==> src/rtl/perf_pkg.sv <==
// Shared definitions for the performance counter bank: register map,
// CTRL field layout and the per-counter control struct.
package perf_pkg;

    localparam int CFG_ADDR_W = 6;
    localparam int SEL_W      = 6;
    localparam int MAX_EVENTS = 2 ** SEL_W;

    // The upper two address bits select a register region, the lower four the counter index.
    localparam logic [1:0] REGION_GLOBAL = 2'd0;
    localparam logic [1:0] REGION_CTRL   = 2'd1;
    localparam logic [1:0] REGION_CNT    = 2'd2;
    localparam logic [1:0] REGION_SNAP   = 2'd3;

    localparam logic [CFG_ADDR_W-1:0] ADDR_GCTRL     = 6'h00;
    localparam logic [CFG_ADDR_W-1:0] ADDR_OVF       = 6'h01;
    localparam logic [CFG_ADDR_W-1:0] ADDR_IRQMASK   = 6'h02;
    localparam logic [CFG_ADDR_W-1:0] ADDR_CTRL_BASE = {REGION_CTRL, 4'h0};
    localparam logic [CFG_ADDR_W-1:0] ADDR_CNT_BASE  = {REGION_CNT, 4'h0};
    localparam logic [CFG_ADDR_W-1:0] ADDR_SNAP_BASE = {REGION_SNAP, 4'h0};

    localparam int GCTRL_EN_BIT  = 0;
    localparam int GCTRL_CLR_BIT = 1;

    localparam int CTRL_SEL_LSB  = 0;
    localparam int CTRL_SEL_MSB  = CTRL_SEL_LSB + SEL_W - 1;
    localparam int CTRL_EN_BIT   = 8;
    localparam int CTRL_EDGE_BIT = 9;
    localparam int CTRL_SAT_BIT  = 10;

    typedef struct packed {
        logic [SEL_W-1:0] sel;
        logic             en;
        logic             edge_mode;
        logic             sat;
    } perf_ctrl_t;

    function automatic perf_ctrl_t ctrl_from_word(input logic [31:0] word);
        perf_ctrl_t ctrl;
        ctrl.sel       = word[CTRL_SEL_MSB:CTRL_SEL_LSB];
        ctrl.en        = word[CTRL_EN_BIT];
        ctrl.edge_mode = word[CTRL_EDGE_BIT];
        ctrl.sat       = word[CTRL_SAT_BIT];
        return ctrl;
    endfunction

    function automatic logic [31:0] ctrl_to_word(input perf_ctrl_t ctrl);
        logic [31:0] word;
        word                             = '0;
        word[CTRL_SEL_MSB:CTRL_SEL_LSB]  = ctrl.sel;
        word[CTRL_EN_BIT]                = ctrl.en;
        word[CTRL_EDGE_BIT]              = ctrl.edge_mode;
        word[CTRL_SAT_BIT]               = ctrl.sat;
        return word;
    endfunction

endpackage

==> src/rtl/perf_counter_channel.sv <==
// One counter channel: event select, level/edge hit, wrap or saturate,
// overflow pulse, software load/clear and the snapshot shadow register.
module perf_counter_channel
    import perf_pkg::*;
#(
    parameter int NUM_EVENTS = 16,
    parameter int CNT_WIDTH  = 32
) (
    input  logic                  clk_i,
    input  logic                  reset_i,
    input  logic [NUM_EVENTS-1:0] events_i,
    input  logic [NUM_EVENTS-1:0] prev_i,
    input  logic                  count_en_i,
    input  perf_ctrl_t            ctrl_i,
    input  logic                  clear_i,
    input  logic                  load_i,
    input  logic [CNT_WIDTH-1:0]  load_val_i,
    input  logic                  snapshot_i,
    output logic [CNT_WIDTH-1:0]  cnt_o,
    output logic [CNT_WIDTH-1:0]  snap_o,
    output logic                  ovf_o
);

    logic [MAX_EVENTS-1:0] events_ext;
    logic [MAX_EVENTS-1:0] prev_ext;
    logic                  hit;
    logic                  inc;
    logic                  at_max;
    logic [CNT_WIDTH-1:0]  cnt_q, cnt_d;
    logic [CNT_WIDTH-1:0]  snap_q, snap_d;

    // Widening to the full select range makes any sel >= NUM_EVENTS read a constant 0.
    always_comb begin
        events_ext                   = '0;
        prev_ext                     = '0;
        events_ext[NUM_EVENTS-1:0]   = events_i;
        prev_ext[NUM_EVENTS-1:0]     = prev_i;
    end

    assign hit    = events_ext[ctrl_i.sel] & ~(ctrl_i.edge_mode & prev_ext[ctrl_i.sel]);
    assign inc    = count_en_i & ctrl_i.en & hit;
    assign at_max = &cnt_q;
    // A clear or load in the same cycle overrides the increment, so it cannot overflow either.
    assign ovf_o  = inc & at_max & ~clear_i & ~load_i;

    // NOTE: every path below starts from a default, so no branch leaves cnt_d unassigned and no latch is inferred.
    always_comb begin
        cnt_d = cnt_q;
        if (clear_i) begin
            cnt_d = '0;
        end else if (load_i) begin
            cnt_d = load_val_i;
        end else if (inc) begin
            if (!at_max) begin
                cnt_d = cnt_q + CNT_WIDTH'(1);
            end else if (!ctrl_i.sat) begin
                cnt_d = '0;
            end
        end
    end

    assign snap_d = snapshot_i ? cnt_q : snap_q;

    // NOTE: non-blocking assignments make the shadow capture the pre-edge counter even when both update together.
    always_ff @(posedge clk_i) begin
        if (!reset_i) begin
            cnt_q  <= '0;
            snap_q <= '0;
        end else begin
            cnt_q  <= cnt_d;
            snap_q <= snap_d;
        end
    end

    assign cnt_o  = cnt_q;
    assign snap_o = snap_q;

endmodule

==> src/rtl/perf_counter_bank.sv <==
// Software-visible performance counter bank: register decode, read port,
// global/overflow/interrupt state and NUM_COUNTERS counter channels.
module perf_counter_bank
    import perf_pkg::*;
#(
    parameter int NUM_EVENTS   = 16,
    parameter int NUM_COUNTERS = 4,
    parameter int CNT_WIDTH    = 32
) (
    input  logic                  clk_i,
    input  logic                  reset_i,
    input  logic [NUM_EVENTS-1:0] events_i,
    input  logic                  freeze_i,
    input  logic                  snapshot_i,
    input  logic                  cfg_we_i,
    input  logic [5:0]            cfg_addr_i,
    input  logic [31:0]           cfg_wdata_i,
    input  logic                  rd_en_i,
    output logic [31:0]           rd_data_o,
    output logic                  rd_valid_o,
    output logic                  irq_o
);

    logic [NUM_EVENTS-1:0]   prev_q;
    logic                    gen_q, gen_d;
    logic [NUM_COUNTERS-1:0] ovf_q, ovf_d;
    logic [NUM_COUNTERS-1:0] irqmask_q, irqmask_d;
    logic [NUM_COUNTERS-1:0] ovf_set;
    logic                    irq_q;
    perf_ctrl_t              ctrl_q [NUM_COUNTERS];
    perf_ctrl_t              ctrl_d [NUM_COUNTERS];
    logic [CNT_WIDTH-1:0]    cnt    [NUM_COUNTERS];
    logic [CNT_WIDTH-1:0]    snap   [NUM_COUNTERS];
    logic [31:0]             rd_mux;
    logic [31:0]             rd_data_q, rd_data_d;
    logic                    rd_valid_q;

    logic [1:0]              addr_region;
    logic [3:0]              addr_idx;
    logic                    wr_gctrl;
    logic                    clear_all;
    logic                    count_en;
    logic [NUM_COUNTERS-1:0] ctrl_we;
    logic [NUM_COUNTERS-1:0] cnt_we;

    assign addr_region = cfg_addr_i[5:4];
    assign addr_idx    = cfg_addr_i[3:0];
    assign wr_gctrl    = cfg_we_i && (cfg_addr_i == ADDR_GCTRL);
    // Clear-all zeroes the live counters only; shadows, OVF and configuration are kept.
    assign clear_all   = wr_gctrl && cfg_wdata_i[GCTRL_CLR_BIT];
    assign count_en    = gen_q & ~freeze_i;

    always_comb begin
        for (int c = 0; c < NUM_COUNTERS; c++) begin
            ctrl_we[c] = cfg_we_i && (addr_region == REGION_CTRL) && (addr_idx == 4'(c));
            cnt_we[c]  = cfg_we_i && (addr_region == REGION_CNT) && (addr_idx == 4'(c));
        end
    end

    for (genvar g = 0; g < NUM_COUNTERS; g++) begin : g_chan
        perf_counter_channel #(
            .NUM_EVENTS (NUM_EVENTS),
            .CNT_WIDTH  (CNT_WIDTH)
        ) u_chan (
            .clk_i      (clk_i),
            .reset_i    (reset_i),
            .events_i   (events_i),
            .prev_i     (prev_q),
            .count_en_i (count_en),
            .ctrl_i     (ctrl_q[g]),
            .clear_i    (clear_all),
            .load_i     (cnt_we[g]),
            .load_val_i (cfg_wdata_i[CNT_WIDTH-1:0]),
            .snapshot_i (snapshot_i),
            .cnt_o      (cnt[g]),
            .snap_o     (snap[g]),
            .ovf_o      (ovf_set[g])
        );
    end

    // A new overflow is OR-ed in after the W1C mask so a concurrent clear cannot lose it.
    always_comb begin
        gen_d     = gen_q;
        irqmask_d = irqmask_q;
        ovf_d     = ovf_q;
        ctrl_d    = ctrl_q;
        if (wr_gctrl) begin
            gen_d = cfg_wdata_i[GCTRL_EN_BIT];
        end
        if (cfg_we_i && (cfg_addr_i == ADDR_IRQMASK)) begin
            irqmask_d = cfg_wdata_i[NUM_COUNTERS-1:0];
        end
        if (cfg_we_i && (cfg_addr_i == ADDR_OVF)) begin
            ovf_d = ovf_q & ~cfg_wdata_i[NUM_COUNTERS-1:0];
        end
        ovf_d = ovf_d | ovf_set;
        for (int c = 0; c < NUM_COUNTERS; c++) begin
            if (ctrl_we[c]) begin
                ctrl_d[c] = ctrl_from_word(cfg_wdata_i);
            end
        end
    end

    always_comb begin
        rd_mux = '0;
        if (addr_region == REGION_GLOBAL) begin
            case (cfg_addr_i)
                ADDR_GCTRL:   rd_mux[GCTRL_EN_BIT]     = gen_q;
                ADDR_OVF:     rd_mux[NUM_COUNTERS-1:0] = ovf_q;
                ADDR_IRQMASK: rd_mux[NUM_COUNTERS-1:0] = irqmask_q;
                default:      rd_mux                   = '0;
            endcase
        end else begin
            for (int c = 0; c < NUM_COUNTERS; c++) begin
                if (addr_idx == 4'(c)) begin
                    case (addr_region)
                        REGION_CTRL: rd_mux                  = ctrl_to_word(ctrl_q[c]);
                        REGION_CNT:  rd_mux[CNT_WIDTH-1:0]   = cnt[c];
                        REGION_SNAP: rd_mux[CNT_WIDTH-1:0]   = snap[c];
                        default:     rd_mux                  = '0;
                    endcase
                end
            end
        end
    end

    // Read data holds between reads; the mux sees pre-write state, so read-during-write returns the old value.
    assign rd_data_d = rd_en_i ? rd_mux : rd_data_q;

    always_ff @(posedge clk_i) begin
        if (!reset_i) begin
            prev_q     <= '0;
            gen_q      <= 1'b0;
            ovf_q      <= '0;
            irqmask_q  <= '0;
            irq_q      <= 1'b0;
            rd_data_q  <= '0;
            rd_valid_q <= 1'b0;
            // NOTE: the CTRL array is software-visible configuration, so every entry is reset, unlike a bulk data RAM.
            for (int c = 0; c < NUM_COUNTERS; c++) begin
                ctrl_q[c] <= '0;
            end
        end else begin
            prev_q     <= events_i;
            gen_q      <= gen_d;
            ovf_q      <= ovf_d;
            irqmask_q  <= irqmask_d;
            irq_q      <= |(ovf_q & irqmask_q);
            rd_data_q  <= rd_data_d;
            rd_valid_q <= rd_en_i;
            for (int c = 0; c < NUM_COUNTERS; c++) begin
                ctrl_q[c] <= ctrl_d[c];
            end
        end
    end

    assign rd_data_o  = rd_data_q;
    assign rd_valid_o = rd_valid_q;
    assign irq_o      = irq_q;

endmodule

==> config.mk <==
export PLATFORM = sky130hd
export DESIGN_NAME = perf_counter_bank
export DESIGN_NICKNAME = d
export VERILOG_FILES = /design/src/rtl/perf_pkg.sv /design/src/rtl/perf_counter_channel.sv /design/src/rtl/perf_counter_bank.sv
export SDC_FILE = /design/constraint.sdc
export NUM_CORES = 1
export LEC_CHECK = 0
export BUFFER_PORTS_ARGS = -buffer_cell sky130_fd_sc_hd__buf_4
export CORE_MARGIN = 1.5
export CORE_UTILIZATION = 35
export CTS_CLUSTER_SIZE = 14
export DETAILED_ROUTE_END_ITERATION = 8
export PLACE_DENSITY = 0.63
export SYNTH_ARGS = -nofsm -noshare
export SYNTH_HDL_FRONTEND = slang
export SYNTH_HIERARCHICAL = 1
export SYNTH_SLANG_ARGS = --single-unit
==> constraint.sdc <==
create_clock -name clk_i -period 2.35 [get_ports clk_i]
set_input_delay 0.1175 -clock clk_i [delete_from_list [all_inputs] [get_ports clk_i]]
set_output_delay 0.1175 -clock clk_i [all_outputs]
set_load 0.02 [all_outputs]
# Word level (Yosys, flattened, before mapping)
# Index checks and enable logic that the tools add are counted.
# W data, S select, Z words.
[word_totals]
regBits = 351
in_bits = 60
output_inout_bits = 34
elab_cells = 170
[classes]
addsub = 4
magnitude_cmp = 4
eq_ne = 12
mux = 44
bitwise_logic = 44
n_reduce_logical = 31
[ops]
columns = ["operator", "count"]
rows = [
  ["$mux W32", 21],
  ["$pmux W32 S3", 4],
  ["$add A32 B1 Y32 const B", 4],
  ["$reduce_and A32 Y1", 4],
  ["$bmux W1 S6", 8],
  ["$and A1 B1 Y1", 29],
  ["$lt A6 B7 Y1 const B", 4],
  ["$logic_and A1 B1 Y1", 14],
  ["$ne A3 B2 Y1 const B", 4],
  ["$not A1 Y1", 11],
  ["$and A4 B4 Y4", 2],
  ["$eq A4 B2 Y1 const B", 2],
  ["$mux W1", 8],
  ["$reduce_and A2 Y1", 4],
  ["$reduce_bool A2 Y1", 4],
  ["$eq A6 B1 Y1 const B", 1],
  ["$eq A6 B2 Y1 const B", 1],
  ["$logic_not A6 Y1", 1],
  ["$pmux W3 S2", 1],
  ["$eq A2 B2 Y1 const B", 2],
  ["$eq A4 B1 Y1 const B", 1],
  ["$logic_not A4 Y1", 1],
  ["$mux W4", 1],
  ["$not A4 Y4", 1],
  ["6 further kinds", 6],
]

# Longest topological paths before layout
[logic_depth]
word_depth = 10
mapped_depth = 12

# Cells and area by module
# The synthesis kept the hierarchy.
[modules_own_cells]
columns = ["mod", "n_inst", "cells_each", "area_each_um2", "seq_area_each_um2"]
rows = [
  ["perf_counter_channel at g_chan[1].u_chan ...", 3, 420, 3588.4, 1281.2],
  ["perf_counter_bank", 1, 570, 5953.2, 1901.8],
  ["perf_counter_channel at g_chan[0].u_chan", 1, 421, 3646.0, 1281.2],
]

# Worst setup path after synthesis
# Ideal clock, no wire load.
[synth_path]
path_kind = "register to register"
startpoint = "register ctrl_q[22] (netlist name)"
endpoint = "register g_chan[1].u_chan.cnt_q[17]"
setup_time_ns = 0.122
arrival_ns = 2.362
t_required_ns = 2.228
slack_ns = -0.134
stages_incl_launch_ff = 10
path_buffers = 2
period_less_slack_ns = 2.484
cell_sequence = "dfxtp_1 > buf_4 > mux4_2 > mux2_2 > a211oi_1 > a31oi_1 > buf_2 > nor2_2 > o21ai_1 > a311o_1"
[synth_via]
elab_chain_cells = 8
word_cells_on_any_way = 10
[synth_lines]
columns = ["element", "line", "rtl"]
rows = [
  ["from (decl)", "perf_counter_bank.sv:30", "perf_ctrl_t ctrl_q [NUM_COUNTERS];"],
  ["from (signal, indexed assignment)", "perf_counter_bank.sv:152", "ctrl_q[c] <= ctrl_d[c];"],
  ["$bmux W1 S6", "perf_counter_channel.sv:40", "assign hit = events_ext[ctrl_i.sel] & ~(ctrl_i.edge_mode & prev_ext[ctrl_i.sel]);"],
  ["$mux W1 (not written as such)", "perf_counter_channel.sv:40", ""],
  ["$and A1 B1 Y1", "perf_counter_channel.sv:40", ""],
  ["$not A1 Y1", "perf_counter_channel.sv:40", ""],
  ["$and A1 B1 Y1 (*)", "perf_counter_channel.sv:40", ""],
  ["$and A1 B1 Y1 (*)", "perf_counter_channel.sv:41", "assign inc = count_en_i & ctrl_i.en & hit;"],
  ["$reduce_bool A2 Y1 (no source line) (*)", "-", ""],
  ["$reduce_and A2 Y1 (no source line) (*)", "-", ""],
  ["to (signal assigned)", "perf_counter_channel.sv:70", "cnt_q <= cnt_d;"],
  ["to (decl)", "perf_counter_channel.sv:29", "logic [CNT_WIDTH-1:0] cnt_q, cnt_d;"],
]
# Every way passes the cells marked *; elsewhere a longest branch is shown, timed or not. The select of a mux whose other input is x is not followed.
# A chain may end at the register's enable or synchronous reset.

# Worst setup path in the final report
[layout_path]
startpoint = "register ctrl_q[22] (netlist name)"
endpoint = "register g_chan[1].u_chan.cnt_q[29]"
# The elaborated chain is that of the path after synthesis.

==> summary.md <==
| Metric | Value |
|---|---|
| Synth area leader | `dfxtp_1` |
| Layout cell share with drive strength beyond 1 | `0.326` |
| Crit Path Max Fanout | `6` |
| Vias per cell | `5.89` |
| Fin. Hold Viols | `0` |
| CTS tree | `built` |
| Hold Startpoint | `rd_en_i` |
| Wire length per cell | `24.4 um` |
| Syn nets | `2315` |
| Status | `finished, violations left` |
| PortBufs | `93` |
| Slowest CP cell | `mux4_2` |
| Grt ovf | `0` |
| Final hold slack | `about 27 ps` |
| Crit path launch type | `register` |
| Root Buffer Master | `clkbuf_16` |
| Cell Area, Synth | `20400 um^2` |
| Placed Cells | `3298` |
| Area Growth Syn to Fin | `37.1%` |
| Max cap viols | `0` |
| CP required | `2810 ps` |
| Cell Rows | `88` |
| First-pass GRT wire length | `126000 um` |
| Reg-to-Reg Start | `ctrl_q[22]` |
| Placer Congestion | `approximately 0.98` |
| Drt drc | `0` |
| Commonest cells post-synth | `351 x dfxtp_1, 224 x mux2i_1, 183 x nor2b_1, 176 x nand2_1, 117 x o21ai_0` |
| Peak supply drop | `601 uV` |
| Crit path top cell by count | `buf_6` |
| Setup-failing EPs final | `83` |
| Worst path bufs/invs | `6` |
| Die height | `244 um` |
| Post-layout util | `0.485` |
| Endpoint type of the worst setup path | `register` |
| Yosys warns | `6` |
| Mux contribution to synthesized area | `0.201` |
| R2R Setup Slk | `-250 ps` |
| R2R depth | `13` |
| Worst-Margin Slew | `1170 ps` |
| Pwr dens | `510 nW/um^2` |
| Synth Area in XOR/XNOR | `0.00946` |
| Worst EP arrival | `3060 ps` |
| Rel. slew slack | `0.219` |
| Vias in the first global route | `between 15k and 20k` |
| RSZ-0062 raised after global routing | `yes` |
| Register area share after synthesis | `0.345` |
| DRT Pass-1 Iters | `5` |
| Reg-to-reg endpoint | `g_chan[1].u_chan/cnt_o[29]` |
| Antenna violation net count after detailed routing | `0` |
| Total track usage | `0.276` |
| WL final | `84800 um` |
| Crit Path Class | `reg2reg` |
| Netlist cell types | `82` |
| Hold Path Stages | `2` |
| Worst hold path type | `in2reg` |
| Top Family by Delay on Critical Path | `buffers and inverters` |
| Post-Syn Area per Cell | `9.05 um^2` |
| Compound-Gate Fraction of Synth Area | `0.153` |
| Core area | `57600 um^2` |
| # fillers | `roughly 5.4k` |
| Post-synthesis sequential element count | `351` |
| IO Count | `94` |
| # H-tree levels | `2` |
| Synth Instances | `2251` |
| Max Freq | `385 MHz` |
| Largest family of logic cells by synthesized area | `simple AND/OR/NAND/NOR gates` |
| Clock Pin Slew Worst Setup and Hold Paths | `60 ps` |
| Starting DRT DRC Count | `roughly 1.9k` |
| Register Area | `7040 um^2` |
| Final nets | `2748` |
| Detailed-placement wirelength estimate | `61500 um` |
| Vias | `20.5k` |
| Critical Path, Cell by Cell | `buf_6, buf_6, mux4_2, o2bb2ai_4, a211oi_4, a31oi_4, buf_12, buf_12, nand2b_4, buf_4, buf_6, nor3_2, nor4_1` |
| Worst setup margin | `-248 ps` |
| Largest net degree at the start of global routing | `around 90` |
| Lkg Pwr | `0.0104 uW` |
| Most common cell in the netlist | `dfxtp_1` |
| Post-synthesis simple-gate area fraction | `0.242` |
| Tcrit/Tclk final | `1.11` |
| Initial antenna violation count | `7` |
| Max-slew violations | `0` |
| Hold Path End | `rd_data_o[1]` |
| Final min period | `2600 ps` |
| Skew-Pair Late Insertion Delay | `580 ps` |
| Clk_skew | `17.6 ps` |
| FFs w/ async S/R, synth | `0` |
| Initial Util | `0.354` |
| CTS max path bufs | `3` |
| Post-synth EDFFs | `0` |
| Adder-cell share of the synthesized area | `0.00246` |
| Die X | `244 um` |
| Total CTS buffers | `between 40 and 50` |
| Largest cells by area after synthesis | `dfxtp_1 35%, mux2i_1 11%, mux4_2 6.9%, nor2b_1 5.6%, nand2_1 3.2%` |
| Final cell count without fillers | `roughly 3.5k` |
| Prevailing post-synth register cell | `dfxtp_1` |
| Violated checks | `setup timing` |
| Die ar. | `~60000 um^2` |
| Post-synth top area share | `0.345` |
| Multi-input gate area | `13700 um^2` |
| CTS Sinks | `351` |
| Crit-path max cell delay | `~530 ps` |
## where the power goes
group          switching (uW)  total (uW)  internal [uW]
Combinational             809        1390            578
Sequential               78.1        6110           6030
Clock                    2730        6750           4020
## cell type report
class / instances / share of cell area
Antenna cell: 1 / 0.0000896
Multi-Input combinational cell: 1710 / 0.490
Inverter: 31 / 0.00417
Clock inverter: 18 / 0.00825
Clock buffer: 55 / 0.0416
Timing Repair Buffer: 549 / 0.169
Tap cell: 765 / 0.0343
Sequential cell: 351 / 0.252
## cell usage in the layout (no fill, tap or decap), drive strengths merged, types with 49 or more instances in the layout
cell	synthesis	layout
nor2	120	122
nand2	177	177
mux2i	224	224
clkbuf	87	55
nand3	67	67
buf	74	500
nor2b	183	183
a21oi	77	77
dlygate4sd3	0	49
o21ai	156	156
nor3	90	90
mux4	62	62
dfxtp	351	351
## state kept, by name, indices dropped and copies added, names as in the netlist
register	cells
ovf_q	4
ctrl_q	36
prev_q	16
gen_q	1
g_chan.u_chan/cnt_o	128
irqmask_q	4
rd_valid_o	1
rd_data_o	32
g_chan.u_chan/snap_o	128
irq_o	1
## metrics by stage
stage / total power (uW) / worst slack [ps] / instance area (um^2) / TNS, ps
3_5_place_dp: 7490 / -344 / 24100 / -17780
2_1_floorplan: 6900 / 4.13 / 20500 / 0
5_1_grt: 14600 / -301 / 27900 / -13080
6_report: 14300 / -248 / 27900 / -7870
4_1_cts: 14300 / -195 / 27300 / -5720
3_3_place_gp: 7480 / -333 / 24100 / -13290
## cell families (layout without fill, tap and decap cells)
family	after synthesis	after routing
simple gates	874	876
compound gates	481	481
flops	351	351
mux	327	327
buf+inv	192	653
xor+xnor	22	22
fa+ha+maj	4	4
other cells	0	1
## layer usage
metal | global-route usage | vias up | wire length [um]
li1 | - | 9234 | -
met1 | 0.380 | 10136 | 36600
met2 | 0.425 | 959 | 37600
met3 | 0.0495 | 183 | 6850
met4 | 0.115 | 0 | 3700
met5 | 0 | - | 0
## worst max-delay path by stage
| stage | start | end | slack (ps) | cells after the start |
|---|---|---|---|---|
| after floorplan | g_chan[1].u_chan/cnt_o[15] | g_chan[1].u_chan/cnt_o[21] | 4 | 7 |
| after detailed placement | gen_q | g_chan[1].u_chan/cnt_o[16] | -340 | 11 |
| after global placement | gen_q | g_chan[1].u_chan/cnt_o[28] | -330 | 11 |
| final | ctrl_q[22] | g_chan[1].u_chan/cnt_o[29] | -250 | 13 |
| after CTS | ctrl_q[22] | g_chan[1].u_chan/cnt_o[17] | -190 | 12 |
| after global routing | ctrl_q[22] | g_chan[1].u_chan/cnt_o[29] | -300 | 13 |
## repair_timing
| item | CTS | global route |
|---|---|---|
| pin swaps | 145 | 120 |
| endpoints found under the setup margin | 129 | 116 |
| endpoints found under the hold margin | 151 | 0 |
| hold buffers | 49 | 0 |
| setup buffers | 35 | 24 |
| cloned | 5 | 2 |
| gates resized for setup | 180 | 124 |
Power figures use the tool's default switching activity.
